===== config.mk =====
export PLATFORM = sky130hd
export DESIGN_NAME = multicycle_sequencer
export DESIGN_NICKNAME = d
export VERILOG_FILES = /design/src/rtl/seq_pkg.sv /design/src/rtl/mem_wait_timer.sv /design/src/rtl/multicycle_sequencer.sv
export SDC_FILE = /design/constraint.sdc
export NUM_CORES = 1
export LEC_CHECK = 0
export CORE_MARGIN = 2
export CORE_UTILIZATION = 25
export DETAILED_ROUTE_END_ITERATION = 8
export PLACE_DENSITY = 0.49
export SKIP_CTS_REPAIR_TIMING = 1
export SYNTH_ARGS = -nofsm -noshare
export SYNTH_HDL_FRONTEND = slang
export SYNTH_SLANG_ARGS = --single-unit

===== constraint.sdc =====
create_clock -name clk -period 11.47 [get_ports clk]
set_input_delay 2.294 -clock clk [delete_from_list [all_inputs] [get_ports clk]]
set_output_delay 2.294 -clock clk [all_outputs]
set_load 0.01 [all_outputs]

===== src/rtl/seq_pkg.sv =====
// Shared types for the multicycle control sequencer: state encoding doubles as the
// debug phase value driven onto the LEDs.
package seq_pkg;

  localparam int PHASE_W = 3;

  localparam logic [PHASE_W-1:0] PHASE_IDLE  = 3'd0;
  localparam logic [PHASE_W-1:0] PHASE_FETCH = 3'd1;
  localparam logic [PHASE_W-1:0] PHASE_EXEC  = 3'd2;
  localparam logic [PHASE_W-1:0] PHASE_MEM   = 3'd3;
  localparam logic [PHASE_W-1:0] PHASE_WB    = 3'd4;
  localparam logic [PHASE_W-1:0] PHASE_FAULT = 3'd7;

  typedef enum logic [PHASE_W-1:0] {
    S_IDLE  = PHASE_IDLE,
    S_FETCH = PHASE_FETCH,
    S_EXEC  = PHASE_EXEC,
    S_MEM   = PHASE_MEM,
    S_WB    = PHASE_WB,
    S_FAULT = PHASE_FAULT
  } seq_state_t;

  // States in which a memory request is outstanding.
  function automatic logic is_mem_state(seq_state_t s);
    return (s == S_FETCH) || (s == S_MEM);
  endfunction

endpackage


===== src/rtl/mem_wait_timer.sv =====
// Counts consecutive unanswered memory-request cycles and flags the last allowed one.
// MEM_TIMEOUT=0 removes the counter entirely and never expires.
module mem_wait_timer #(
  parameter int MEM_TIMEOUT = 1024
) (
  input  logic clk,
  input  logic rst,
  input  logic clear,
  input  logic waiting,
  output logic expired
);

  generate
    if (MEM_TIMEOUT == 0) begin : g_off
      logic unused_timer_inputs;
      assign unused_timer_inputs = ^{clk, rst, clear, waiting};
      assign expired = 1'b0;
    end else begin : g_on
      localparam int CW = $clog2(MEM_TIMEOUT + 1);
      localparam logic [CW-1:0] LAST = CW'(MEM_TIMEOUT - 1);

      logic [CW-1:0] cnt;

      always_ff @(posedge clk or posedge rst) begin
        if (rst) begin
          cnt <= '0;
        end else if (clear) begin
          cnt <= '0;
        end else if (waiting) begin
          cnt <= cnt + 1'b1;
        end
      end

      // Expires in the cycle holding count MEM_TIMEOUT-1 while still unanswered.
      assign expired = waiting && (cnt == LAST);
    end
  endgenerate

endmodule


===== src/rtl/multicycle_sequencer.sv =====
// Multicycle control sequencer: IDLE/FETCH/EXEC/MEM/WB/FAULT with a req/ready memory
// handshake; owns PC, instruction register, load-data register and retire counter.
//
// Handshake: mem_req is raised in FETCH/MEM and held until the cycle where
// mem_req && mem_ready; that cycle completes the transfer and mem_rdata is sampled in it.
module multicycle_sequencer
  import seq_pkg::*;
#(
  parameter int                ADDR_W      = 32,
  parameter logic [ADDR_W-1:0] RESET_PC    = '0,
  parameter int                MEM_TIMEOUT = 1024,
  parameter int                CNT_W       = 32
) (
  input  logic                clk,
  input  logic                rst,
  input  logic                ena,
  output logic                mem_req,
  output logic                mem_we,
  output logic [ADDR_W-3:0]   mem_addr,
  input  logic                mem_ready,
  input  logic [31:0]         mem_rdata,
  input  logic [ADDR_W-1:0]   data_addr,
  input  logic                is_load,
  input  logic                is_store,
  input  logic                gp_we_dec,
  input  logic [ADDR_W-1:0]   next_pc,
  output logic [ADDR_W-1:0]   pc,
  output logic [31:0]         instr,
  output logic [31:0]         load_data,
  output logic                gp_we,
  output logic [PHASE_W-1:0]  phase,
  output logic [CNT_W-1:0]    retired,
  output logic                timeout_err
);

  seq_state_t state, state_d;

  logic retire;
  logic pc_load;
  logic instr_load;
  logic ld_load;
  logic expired;
  logic completing;
  logic timer_clear;
  logic unused_addr_bits;

  // Request outputs depend on state only, so an asynchronous reset drops them at once.
  assign mem_req    = is_mem_state(state);
  assign mem_we     = (state == S_MEM) && is_store;
  assign mem_addr   = (state == S_MEM) ? data_addr[ADDR_W-1:2] : pc[ADDR_W-1:2];
  assign completing = mem_req && mem_ready;

  assign phase       = state;
  assign timeout_err = (state == S_FAULT);

  assign unused_addr_bits = ^data_addr[1:0];

  always_ff @(posedge clk or posedge rst) begin
    if (rst) begin
      state <= S_IDLE;
    end else begin
      state <= state_d;
    end
  end

  always_comb begin
    state_d    = state;
    gp_we      = 1'b0;
    retire     = 1'b0;
    pc_load    = 1'b0;
    instr_load = 1'b0;
    ld_load    = 1'b0;
    case (state)
      S_IDLE: begin
        if (ena) state_d = S_FETCH;
      end
      S_FETCH: begin
        if (mem_ready) begin
          instr_load = 1'b1;
          state_d    = S_EXEC;
        end else if (expired) begin
          state_d = S_FAULT;
        end
      end
      S_EXEC: begin
        if (is_load || is_store) begin
          state_d = S_MEM;
        end else begin
          gp_we   = gp_we_dec;
          pc_load = 1'b1;
          retire  = 1'b1;
        end
      end
      S_MEM: begin
        if (mem_ready) begin
          pc_load = 1'b1;
          // A load+store decode is treated as a store.
          if (is_store) begin
            retire = 1'b1;
          end else begin
            ld_load = 1'b1;
            state_d = S_WB;
          end
        end else if (expired) begin
          state_d = S_FAULT;
        end
      end
      S_WB: begin
        gp_we  = gp_we_dec;
        retire = 1'b1;
      end
      S_FAULT: begin
        state_d = S_FAULT;
      end
      default: begin
        state_d = S_IDLE;
      end
    endcase
    if (retire) state_d = ena ? S_FETCH : S_IDLE;
  end

  // Wait counter restarts on every state change and on every completed transfer.
  assign timer_clear = (state_d != state) || completing;

  mem_wait_timer #(
    .MEM_TIMEOUT(MEM_TIMEOUT)
  ) u_timer (
    .clk    (clk),
    .rst    (rst),
    .clear  (timer_clear),
    .waiting(mem_req && !mem_ready),
    .expired(expired)
  );

  always_ff @(posedge clk or posedge rst) begin
    if (rst) begin
      pc        <= RESET_PC;
      instr     <= '0;
      load_data <= '0;
      retired   <= '0;
    end else begin
      if (pc_load)    pc        <= next_pc;
      if (instr_load) instr     <= mem_rdata;
      if (ld_load)    load_data <= mem_rdata;
      if (retire)     retired   <= retired + 1'b1;
    end
  end

endmodule


==> tab_implementation.tex, run 1 <==
\begin{tabular}{lr}
\hline
Metric & Value \\
\hline
\multicolumn{2}{l}{\textbf{Outcome}} \\
\quad Status & complete, no violations \\
\multicolumn{2}{l}{\textbf{Final layout}} \\
\quad Proportion of layout cells with a drive suffix above 1 & 22.84\% \\
\quad Share of the core filled with cells in the final layout & 40.38\% \\
\quad ANT cells & 0 \\
\quad Final non-filler cell total & 1077 \\
\quad Number of nets at the end of the flow & 846 \\
\quad Number of fillers in the final layout & 2302 \\
\quad Syn-to-layout area delta & 57.49\% \\
\multicolumn{2}{l}{\textbf{CTS}} \\
\quad Later-pin clock latency in the skew report & 420 ps \\
\quad CTS HTree Levels & 4 \\
\quad CTS root buffer & clkbuf\_16 \\
\quad Clock slew at reported path FFs & 60 ps \\
\quad TritonCTS clock tree & built \\
\quad Number of buffers between clock root and the deepest sink & 2 \\
\quad Number of buffers inserted during clock tree synthesis & 17 \\
\quad Clock sink count & 142 \\
\multicolumn{2}{l}{\textbf{Logic synthesis}} \\
\quad Warning count from the yosys run & 0 \\
\quad Number of flops mapped to enable cells by yosys & 0 \\
\quad Count of state elements after synthesis & 142 \\
\quad Area share of the largest cell type after synthesis & 56.65\% \\
\quad Nets in the synthesized netlist & 580 \\
\quad Combined area of all synthesized cells & 6272 sq um \\
\quad Cell taking the most area after synthesis & dfrtp\_1 \\
\quad Top FF cell, synth & dfrtp\_1 \\
\quad Most area-consuming cells after synthesis & dfrtp\_1 (57\%), mux2\_2 (22\%), xor2\_1 (3.2\%) \\
\quad Number of distinct library cells after synthesis & 48 \\
\quad Fraction of the yosys area taken by sequential cells & 56.65\% \\
\quad Fraction of registers with async set/reset & 100.0\% \\
\quad Mean post-synth cell area & 13.20 sq um \\
\quad Number of cells produced by synthesis & 475 \\
\multicolumn{2}{l}{\textbf{Global route}} \\
\quad Maximum number of pins on one net before global-route repair & 73 \\
\quad Grt total ovfl & 0 \\
\quad Antenna violations before repair & 0 \\
\quad GRT Overall Usage & 13.08\% \\
\quad Global-route wire length before repair & 27060 um \\
\quad Number of global-route vias before repair & 5079 \\
\multicolumn{2}{l}{\textbf{Worst setup path}} \\
\quad Highest cell delay on the worst timing path & 600 ps \\
\quad Critical path required time & 9180 ps \\
\quad End point of the critical path & gp\_we \\
\quad Maximum fanout along the worst path & 9 \\
\quad Element type at the critical path start & input port \\
\quad Worst setup startpoint & is\_store \\
\quad Crit path capture type & output pin \\
\quad Crit Reg-Reg Startpoint & phase[0]\$\_DFF\_PP0\_ \\
\quad Critical-path cell with the highest stage delay & clkdlybuf4s50\_1 \\
\quad Cells traversed along the worst timing path & clkdlybuf4s50\_1 > nor3\_1 > mux2i\_1 > nor3b\_1 > clkdlybuf4s50\_1 \\
\quad R2R depth & 3 \\
\quad Most common cell type on the critical path & clkdlybuf4s50\_1 \\
\quad Kind of critical path & in2out \\
\quad Internal reg-to-reg setup slack & 8960 ps \\
\quad Reg2reg end & pc[3]\$\_DFFE\_PP0P\_ \\
\quad Worst endpoint data arrival time & 4180 ps \\
\multicolumn{2}{l}{\textbf{Die}} \\
\quad Die Area & 26370 sq um \\
\quad Starting utilization of the core area & 25.64\% \\
\quad Top Ports & 268 \\
\quad Die height & 162.4 um \\
\quad Width of the chip & 162.4 um \\
\quad Placeable core area & 24460 sq um \\
\quad Row cnt & 57 \\
\multicolumn{2}{l}{\textbf{Routing}} \\
\quad DRT Wirelength & 16990 um \\
\quad Detailed-route vias per instance & 4.369 \\
\quad Detailed-routing iteration count for the pre-antenna-repair pass & 4 \\
\quad Vias after detailed routing & 4705 \\
\quad Residual DRC & 0 \\
\quad Wire per inst & 15.78 um \\
\quad Number of DRC markers in iteration 0 & 210 \\
\quad Number of routed nets with antenna violations & 0 \\
\multicolumn{2}{l}{\textbf{Timing}} \\
\quad Minimum hold slack & 468.3 ps \\
\quad Slew HR & 29.37\% \\
\quad Setup-failing EPs final & 0 \\
\quad Total count of max-transition violations in the final report & 0 \\
\quad Measured slew at the worst slew-check pin & 1057 ps \\
\quad Max Clock Freq & 154.4 MHz \\
\quad Time the worst path needs with I/O delays and setup & 6479 ps \\
\quad Sum of negative setup slack & 0 ps \\
\quad Final hold vios & 0 \\
\quad Worst clock skew & 11.30 ps \\
\quad Post-layout worst setup margin & 4991 ps \\
\quad Final clock period utilization by the worst path & 56.48\% \\
\quad RSZ-0062 raised after global routing & false \\
\multicolumn{2}{l}{\textbf{Placement}} \\
\quad Final RePlAce weighted congestion & 0.7481 \\
\quad DP Cell Count & 1046 \\
\quad Place WS & 5009 ps \\
\quad IO buf count & 265 \\
\quad Estimated wirelength of the detail-placed design & 12160 um \\
\multicolumn{2}{l}{\textbf{Power}} \\
\quad Power density cells & 250.9 nW/um\^{}2 \\
\quad Lkg Pwr & 4.085 nW \\
\quad Largest voltage drop on the vdd net & 0.1203 mV \\
\multicolumn{2}{l}{\textbf{Worst hold path}} \\
\quad Worst Hold Path Cells & 1 \\
\quad Type of the worst min-delay path & reg2reg \\
\multicolumn{2}{l}{\textbf{Run}} \\
\quad Max-cap violation count & 0 \\
\hline
\end{tabular}
stage by stage:
step / power, mW / area [sq um]
6_report: 2.478 / 9878
5_1_grt: 2.631 / 9878
4_1_cts: 2.526 / 9878
3_5_place_dp: 1.936 / 9276
3_3_place_gp: 1.921 / 9276
2_1_floorplan: 1.298 / 6272
flip-flops by register name (all words and copies together) (netlist names):
| name | count |
|---|---|
| u_timer.g_on.cnt | 11 |
| instr | 32 |
| phase | 3 |
| pc | 32 |
| load_data | 32 |
| retired | 32 |
cell families (layout without fill, tap and decap cells):
group,count (synthesis),after routing,synth area share (%)
simple gates,112,112,9.535
buf+inv,30,308,2.174
mux,129,129,23.12
xor+xnor,40,40,5.585
fa+ha+maj,2,2,0.3989
compound gates,20,20,2.533
flops,142,142,56.65
how the worst min path moves through the flow:
stage / end / from
2_1_floorplan: retired[31]$_DFFE_PP0P_ / retired[31]$_DFFE_PP0P_
3_3_place_gp: retired[31]$_DFFE_PP0P_ / retired[31]$_DFFE_PP0P_
3_5_place_dp: retired[31]$_DFFE_PP0P_ / retired[31]$_DFFE_PP0P_
4_1_cts: retired[31]$_DFFE_PP0P_ / retired[31]$_DFFE_PP0P_
5_1_grt: retired[31]$_DFFE_PP0P_ / retired[31]$_DFFE_PP0P_
6_report: retired[31]$_DFFE_PP0P_ / retired[31]$_DFFE_PP0P_
per-layer routing:
layer  vias up  GRT usage, %  part of all wire [%]  wire [um]
li1       2207             -                     -          -
met2       162         21.95                    49       8268
met5         -             0                     0          0
met4         0         4.224                   1.5        252
met1      2318         15.69                    42       7185
met3        18         4.635                   7.6       1284
final cells by class:
cell class	count	area [sq um]	area share, %
Sequential cell	142	3553	35.97
Timing Repair Buffer	269	2683	27.16
Multi-Input combinational cell	303	2600	26.32
Clock buffer	18	439.2	4.446
Tap cell	324	405.4	4.104
Clock inverter	13	162.7	1.647
Inverter	8	35.03	0.3547
where the power goes:
| part | internal, mW | total (mW) | switching (mW) |
|---|---|---|---|
| registers | 0.686 | 0.812 | 0.126 |
| logic | 0.691 | 1.10 | 0.405 |
| clock network | 0.348 | 0.570 | 0.222 |
| total | 1.73 | 2.48 | 0.753 |
cell usage after synthesis (5+ instances only):
| cell type | n |
|---|---|
| and3_1 | 5 |
| buf_2 | 10 |
| clkbuf_1 | 8 |
| dfrtp_1 | 142 |
| inv_1 | 8 |
| mux2_2 | 125 |
| nand2_1 | 17 |
| nand3_1 | 14 |
| nand4_1 | 7 |
| nor2_1 | 27 |
| nor3_1 | 19 |
| xnor2_1 | 17 |
| xor2_1 | 23 |
critical path, delay by kind of cell:
| kind | cells | cell delay, ps |
|---|---|---|
| buffers and inverters | 2 | 1170 |
| muxes | 1 | 180 |
| and+or+nand+nor | 2 | 540 |
cells in the final DEF, fill, tap and decap left out, drive strengths merged, types with 2 or more instances in the layout:
master and instances:
nor2 27, or2 2, ha 2, clkinv 4
clkbuf 18, xnor2 17, mux2 127, clkinvlp 3
dfrtp 142, a21oi 3, o21ai 4, bufinv 3
clkdlybuf4s50 265, o211ai 3, nor3b 3, and2 3
nand2b 2, nand2 17, nor3 19, mux2i 2
nand4 8, and3 5, and4 2, buf 4
nor4 3, inv 11, o21bai 3, nor2b 3
xor2 23, nand3 14
No activity file was read; power rests on OpenSTA's default activity.
==> inputs of run 2 (changes only) <==
==> constraint.sdc (replaced) <==
create_clock -name clk -period 6.15 [get_ports clk]
set_input_delay 1.23 -clock clk [delete_from_list [all_inputs] [get_ports clk]]
set_output_delay 1.23 -clock clk [all_outputs]
set_load 0.01 [all_outputs]
==> run 2 against run 1 <==
Net effect: combinational power up 86%; register-to-register slack lost 5300 ps; via count increased by 0.15%; sequential share of layout area fell by 0.15 points; clock skew up 1.2 ps; power rose by 89%; non-clock buffer count unchanged; wire length shrank 0.48%; worst hold slack better by 7.2 ps; highest routed layer unchanged; die area stayed put.
==> tab_implementation.tex, run 2 (synthesis gave the netlist of run 1 again) <==
\begin{tabular}{lr}
\hline
Metric & Value \\
\hline
\multicolumn{2}{l}{\textbf{Worst setup path}} \\
\quad Kind of critical path & in2out (unchanged) \\
\quad Critical-path cell with the highest stage delay & clkdlybuf4s50\_1 (unchanged) \\
\quad Reg2reg end & pc[6]\$\_DFFE\_PP0P\_ (was pc[3]\$\_DFFE\_PP0P\_) \\
\quad Crit-path leading delay family & buffers and inverters (unchanged) \\
\quad Most common cell type on the critical path & clkdlybuf4s50\_1 (unchanged) \\
\quad Highest cell delay on the worst timing path & 600 ps (about the same) \\
\quad Worst endpoint data arrival time & 3080 ps (was 4180 ps) \\
\quad Crit Reg-Reg Startpoint & phase[0]\$\_DFF\_PP0\_ (unchanged) \\
\quad Crit path capture type & output pin (unchanged) \\
\quad Cells traversed along the worst timing path & clkdlybuf4s50\_1 > nor3\_1 > mux2i\_1 > nor3b\_1 > clkdlybuf4s50\_1 (unchanged) \\
\quad Element type at the critical path start & input port (unchanged) \\
\quad Worst setup startpoint & is\_store (unchanged) \\
\quad R2R depth & 3 (unchanged) \\
\quad Total buffers and inverters traversed by the critical path & 2 (unchanged) \\
\quad Maximum fanout along the worst path & 9 (unchanged) \\
\quad Critical path required time & 4920 ps (was 9180 ps) \\
\quad Internal reg-to-reg setup slack & 3660 ps (was 8960 ps) \\
\multicolumn{2}{l}{\textbf{Power}} \\
\quad Switching Power & 1.400 mW (was 752.7 uW) \\
\quad Combinational Power Share & 43.6\% (was 44.3\%) \\
\quad Total power of the final layout & 4.692 mW (was 2.478 mW) \\
\quad Portion of total power attributed to the clock network & 24.0\% (was 23.0\%) \\
\quad Internal Pwr Total & 3.292 mW (was 1.726 mW) \\
\quad Lkg Pwr & 4.103 nW (was 4.085 nW) \\
\quad Sw Share & 29.84\% (was 30.37\%) \\
\quad Sequential cell fraction of total power & 32.3\% (was 32.8\%) \\
\quad Power density cells & 473.0 nW/um\^{}2 (was 250.9 nW/um\^{}2) \\
\quad Largest voltage drop on the vdd net & 0.2311 mV (was 0.1203 mV) \\
\multicolumn{2}{l}{\textbf{Die}} \\
\quad Width of the chip & 162.4 um (unchanged) \\
\quad Placeable core area & 24460 sq um (unchanged) \\
\quad Row cnt & 57 (unchanged) \\
\quad Die height & 162.4 um (unchanged) \\
\quad Die Area & 26370 sq um (unchanged) \\
\quad Starting utilization of the core area & 25.64\% (unchanged) \\
\quad Top Ports & 268 (unchanged) \\
\multicolumn{2}{l}{\textbf{Final layout}} \\
\quad Number of nets at the end of the flow & 846 (unchanged) \\
\quad Most common cell after layout, fill and taps aside & clkdlybuf4s50\_1 (unchanged) \\
\quad Final non-filler cell total & 1077 (unchanged) \\
\quad Post-route design area & 9920 sq um (was 9878 sq um) \\
\quad Area of combinational cells with multiple inputs & 2600 sq um (unchanged) \\
\quad ANT cells & 0 (unchanged) \\
\quad Syn-to-layout area delta & 58.15\% (was 57.49\%) \\
\quad Sequential cell area & 3553 sq um (unchanged) \\
\quad Highest-count cells in the layout ignoring fill and taps & clkdlybuf4s50\_1 (265), dfrtp\_1 (142), mux2\_2 (125) (unchanged) \\
\quad Proportion of layout cells with a drive suffix above 1 & 22.71\% (was 22.84\%) \\
\quad Number of fillers in the final layout & 2310 (was 2302) \\
\quad Share of the core filled with cells in the final layout & 40.55\% (was 40.38\%) \\
\multicolumn{2}{l}{\textbf{CTS}} \\
\quad CTS HTree Levels & 4 (unchanged) \\
\quad TritonCTS clock tree & built (unchanged) \\
\quad Number of buffers between clock root and the deepest sink & 2 (unchanged) \\
\quad Clock slew at reported path FFs & 60 ps (about the same) \\
\quad Later-pin clock latency in the skew report & 420 ps (about the same) \\
\quad Clock sink count & 142 (unchanged) \\
\quad CTS root buffer & clkbuf\_16 (unchanged) \\
\quad Number of buffers inserted during clock tree synthesis & 17 (unchanged) \\
\multicolumn{2}{l}{\textbf{Routing}} \\
\quad Detailed-routing iteration count for the pre-antenna-repair pass & 5 (was 4) \\
\quad Vias after detailed routing & 4712 (was 4705) \\
\quad Number of DRC markers in iteration 0 & 182 (was 210) \\
\quad Number of routed nets with antenna violations & 0 (unchanged) \\
\quad DRT Wirelength & 16910 um (was 16990 um) \\
\quad Detailed-route vias per instance & 4.375 (was 4.369) \\
\quad Wire per inst & 15.70 um (was 15.78 um) \\
\quad Residual DRC & 0 (unchanged) \\
\multicolumn{2}{l}{\textbf{Timing}} \\
\quad RSZ-0062 raised after global routing & false (unchanged) \\
\quad Measured slew at the worst slew-check pin & 1059 ps (was 1057 ps) \\
\quad Final clock period utilization by the worst path & 70.09\% \\
\quad Final hold vios & 0 (unchanged) \\
\quad Worst clock skew & 12.51 ps (was 11.30 ps) \\
\quad Setup-failing EPs final & 0 (unchanged) \\
\quad Sum of negative setup slack & 0 ps (unchanged) \\
\quad Max Clock Freq & 232.0 MHz \\
\quad Total count of max-transition violations in the final report & 0 (unchanged) \\
\quad Time the worst path needs with I/O delays and setup & 4311 ps \\
\quad Slew HR & 29.24\% (was 29.37\%) \\
\multicolumn{2}{l}{\textbf{Global route}} \\
\quad Grt total ovfl & 0 (unchanged) \\
\quad Global-route wire length before repair & 27190 um (was 27060 um) \\
\quad Number of global-route vias before repair & 5098 (was 5079) \\
\quad Antenna violations before repair & 0 (unchanged) \\
\quad Maximum number of pins on one net before global-route repair & 92 (was 73) \\
\quad GRT Overall Usage & 13.03\% (was 13.08\%) \\
\multicolumn{2}{l}{\textbf{Placement}} \\
\quad IO buf count & 265 (unchanged) \\
\quad Estimated wirelength of the detail-placed design & 12150 um (was 12160 um) \\
\quad Final RePlAce weighted congestion & 0.7442 (was 0.7481) \\
\quad DP Cell Count & 1046 (unchanged) \\
\quad Cell area after placement & 9276 sq um (unchanged) \\
\multicolumn{2}{l}{\textbf{Worst hold path}} \\
\quad Worst Hold Path Cells & 1 (unchanged) \\
\quad HP Start & retired[31]\$\_DFFE\_PP0P\_ (unchanged) \\
\quad Type of the worst min-delay path & reg2reg (unchanged) \\
\quad Endpoint of the worst hold-timing path & retired[31]\$\_DFFE\_PP0P\_ (unchanged) \\
\multicolumn{2}{l}{\textbf{Outcome}} \\
\quad Status & complete, no violations (unchanged) \\
\multicolumn{2}{l}{\textbf{Run}} \\
\quad Max-cap violation count & 0 (unchanged) \\
\hline
\end{tabular}
==> run 2: through the flow <==
stage	hold slack [ps]	worst slack [ps]
floorplan	503.9	1110
global placement	462.8	1862
detailed placement	471.6	1839
CTS	479.6	1825
global route	512.4	1634
finish	475.5	1839
==> run 2: final cells by class <==
| type | instances | share of cell area (%) |
|---|---|---|
| Tap cell | 324 | 4.087 |
| Sequential cell | 142 | 35.82 |
| Inverter | 8 | 0.3532 |
| Clock buffer | 18 | 4.326 |
| Clock inverter | 13 | 2.157 |
| Timing Repair Buffer | 269 | 27.04 |
| Multi-Input combinational cell | 303 | 26.21 |
==> run 2: power groups by stage <==
| stage | Combinational [mW] | Clock (mW) | Sequential [mW] |
|---|---|---|---|
| 5_1_grt | 2.18 | 1.21 | 1.57 |
| 2_1_floorplan | 0.776 | 0 | 1.64 |
| 6_report | 2.05 | 1.13 | 1.52 |
| 3_5_place_dp | 2.08 | 0 | 1.54 |
| 3_3_place_gp | 2.06 | 0 | 1.52 |
| 4_1_cts | 2.09 | 1.16 | 1.53 |
==> run 2: how the worst max path moves through the flow <==
stage | end | slack (ps) | cells after the start
2_1_floorplan | instr[0]$_DFFE_PP0P_ | 1110 | 1
3_5_place_dp | gp_we | 1840 | 5
6_report | gp_we | 1840 | 5
5_1_grt | gp_we | 1630 | 5
4_1_cts | gp_we | 1830 | 5
3_3_place_gp | gp_we | 1860 | 5
==> run 2: routing by layer <==
layer | GRT usage, % | vias to the layer above | wire, um
li1 | - | 2205 | -
met1 | 15.46 | 2324 | 7038
met2 | 22.36 | 170 | 8417
met3 | 4.736 | 13 | 1297
met4 | 3.419 | 0 | 155
met5 | 0 | - | 0
==> inputs of run 3 (changes only) <==
==> constraint.sdc (replaced) <==
create_clock -name clk -period 4.5 [get_ports clk]
set_input_delay 0.9 -clock clk [delete_from_list [all_inputs] [get_ports clk]]
set_output_delay 0.9 -clock clk [all_outputs]
set_load 0.01 [all_outputs]
==> run 3 against run 2 <==
Net effect: clock skew increased by 2.6 ps; final cell count grew 0.46%; global-route usage grew 0.43 points; sequential power up 37%; critical path depth unchanged; largest power group unchanged.
==> tab_implementation.tex, run 3 (synthesis gave the netlist of run 1 again) <==
\begin{tabular}{lr}
\hline
Metric & Value \\
\hline
\multicolumn{2}{l}{\textbf{Timing}} \\
\quad Sum of negative setup slack & 0 ps (unchanged) \\
\quad Total count of max-transition violations in the final report & 0 (unchanged) \\
\quad Worst clock skew & 15.07 ps (was 12.51 ps) \\
\quad Max Clock Freq & 272.9 MHz \\
\quad Final hold vios & 0 (unchanged) \\
\quad Final clock period utilization by the worst path & 81.44\% \\
\quad RSZ-0062 raised after global routing & false (unchanged) \\
\quad Time the worst path needs with I/O delays and setup & 3665 ps \\
\quad Measured slew at the worst slew-check pin & 775.8 ps (was 1059 ps) \\
\quad Setup-failing EPs final & 0 (unchanged) \\
\quad Slew HR & 48.05\% (was 29.24\%) \\
\multicolumn{2}{l}{\textbf{Global route}} \\
\quad Maximum number of pins on one net before global-route repair & 40 (was 92) \\
\quad Grt total ovfl & 0 (unchanged) \\
\quad Antenna violations before repair & 0 (unchanged) \\
\quad Global-route wire length before repair & 28110 um (was 27190 um) \\
\quad Number of global-route vias before repair & 5117 (was 5098) \\
\quad GRT Overall Usage & 13.45\% (was 13.03\%) \\
\multicolumn{2}{l}{\textbf{Placement}} \\
\quad IO buf count & 265 (unchanged) \\
\quad Estimated wirelength of the detail-placed design & 12740 um (was 12150 um) \\
\quad Final RePlAce weighted congestion & 0.7120 (was 0.7442) \\
\quad DP Cell Count & 1050 (was 1046) \\
\multicolumn{2}{l}{\textbf{CTS}} \\
\quad CTS HTree Levels & 4 (unchanged) \\
\quad CTS root buffer & clkbuf\_16 (unchanged) \\
\quad Later-pin clock latency in the skew report & 420 ps (about the same) \\
\quad Number of buffers inserted during clock tree synthesis & 17 (unchanged) \\
\quad Number of buffers between clock root and the deepest sink & 2 (unchanged) \\
\quad Clock slew at reported path FFs & 50 ps (was 60 ps) \\
\quad Clock sink count & 142 (unchanged) \\
\quad TritonCTS clock tree & built (unchanged) \\
\multicolumn{2}{l}{\textbf{Routing}} \\
\quad DRT Wirelength & 17430 um (was 16910 um) \\
\quad Detailed-routing iteration count for the pre-antenna-repair pass & 4 (was 5) \\
\quad Number of routed nets with antenna violations & 0 (unchanged) \\
\quad Detailed-route vias per instance & 4.371 (was 4.375) \\
\quad Wire per inst & 16.11 um (was 15.70 um) \\
\quad Residual DRC & 0 (unchanged) \\
\quad Number of DRC markers in iteration 0 & 199 (was 182) \\
\quad Vias after detailed routing & 4729 (was 4712) \\
\multicolumn{2}{l}{\textbf{Die}} \\
\quad Die Area & 26370 sq um (unchanged) \\
\quad Die height & 162.4 um (unchanged) \\
\quad Width of the chip & 162.4 um (unchanged) \\
\quad Top Ports & 268 (unchanged) \\
\quad Row cnt & 57 (unchanged) \\
\quad Placeable core area & 24460 sq um (unchanged) \\
\quad Starting utilization of the core area & 25.64\% (unchanged) \\
\multicolumn{2}{l}{\textbf{Power}} \\
\quad Lkg Pwr & 4.068 nW (was 4.103 nW) \\
\quad Largest voltage drop on the vdd net & 0.3324 mV (was 0.2311 mV) \\
\quad Total power of the final layout & 6.180 mW (was 4.692 mW) \\
\quad Power density cells & 627.5 nW/um\^{}2 (was 473.0 nW/um\^{}2) \\
\multicolumn{2}{l}{\textbf{Worst hold path}} \\
\quad Type of the worst min-delay path & reg2reg (unchanged) \\
\multicolumn{2}{l}{\textbf{Worst setup path}} \\
\quad Critical path required time & 3600 ps (was 4920 ps) \\
\quad Kind of critical path & reg2out (was in2out) \\
\quad Crit path capture type & output pin (unchanged) \\
\quad Element type at the critical path start & flip-flop (was input port) \\
\quad Maximum fanout along the worst path & 31 (was 9) \\
\quad Worst endpoint data arrival time & 2760 ps (was 3080 ps) \\
\quad Internal reg-to-reg setup slack & 2130 ps (was 3660 ps) \\
\multicolumn{2}{l}{\textbf{Final layout}} \\
\quad ANT cells & 0 (unchanged) \\
\quad Number of nets at the end of the flow & 850 (was 846) \\
\quad Proportion of layout cells with a drive suffix above 1 & 23.09\% (was 22.71\%) \\
\quad Syn-to-layout area delta & 57.03\% (was 58.15\%) \\
\quad Highest-count cells in the layout ignoring fill and taps & clkdlybuf4s50\_1 (265), dfrtp\_1 (142), mux2\_2 (125) (unchanged) \\
\quad Final non-filler cell total & 1082 (was 1077) \\
\quad Most common cell after layout, fill and taps aside & clkdlybuf4s50\_1 (unchanged) \\
\multicolumn{2}{l}{\textbf{Run}} \\
\quad Max-cap violation count & 0 (unchanged) \\
\multicolumn{2}{l}{\textbf{Outcome}} \\
\quad Status & complete, no violations (unchanged) \\
\hline
\end{tabular}
-- run 3: changes by cell type in the layout (fill, tap and decap cells not counted), sizes merged --
cell,delta
clkinvlp,+3
buf,+4
bufinv,-5
clkbuf,+3
-- run 3: layer usage --
metal | vias up | GRT usage, % | part of all wire [%]
met1 | 2344 | 16.50 | 41
met3 | 10 | 5.246 | 8.1
met2 | 150 | 22.67 | 50
met4 | 0 | 2.534 | 0.60
met5 | - | 0 | 0
li1 | 2225 | - | -
-- run 3: where the power goes --
part / internal (mW) / switching (mW)
sequential: 1.75 / 0.331
clock: 0.739 / 0.556
combinational: 1.77 / 1.04
-- run 3: path summary, 6_finish.rpt --
| kind | from | end | cells after the start |
|---|---|---|---|
| min | retired[31]$_DFFE_PP0P_ | retired[31]$_DFFE_PP0P_ | 1 |
| min reg2reg | retired[31]$_DFFE_PP0P_ | retired[31]$_DFFE_PP0P_ | 1 |
| min in group asynchronous | rst | load_data[24]$_DFFE_PP0P_ | 2 |
| max | phase[0]$_DFF_PP0_ | mem_addr[6] | 5 |
| max reg2reg | phase[0]$_DFF_PP0_ | load_data[19]$_DFFE_PP0P_ | 5 |
| max in group asynchronous | rst | retired[31]$_DFFE_PP0P_ | 3 |
-- run 3: final cells by class --
cell class	instances	area [sq um]
Fill cell	2298	14610
Sequential cell	142	3553
Timing Repair Buffer	273	2713
Multi-Input combinational cell	303	2600
Clock buffer	21	460.4
Tap cell	324	405.4
Clock inverter	11	83.83
Inverter	8	33.78
-- run 3: through the flow --
| step | hold WS, ps | setup WS (ps) | area, sq um | util, % |
|---|---|---|---|---|
| finish | 480.3 | 835.0 | 9849 | 40.26 |
| global route | 497.6 | 624.2 | 9849 | 40.26 |
| CTS | 479.1 | 823.8 | 9849 | 40.26 |
| global placement | 459.1 | 838.3 | 9305 | 38.04 |
| floorplan | 503.9 | 1823 | 6276 | - |
| detailed placement | 461.4 | 888.9 | 9305 | 38.04 |
-- run 3: worst max-delay path: stages (launching register included) --
cell and delay (ps):
dfrtp_1 730, nand2_1 210, or2_1 290, buf_4 270
mux2_2 270, clkdlybuf4s50_1 550
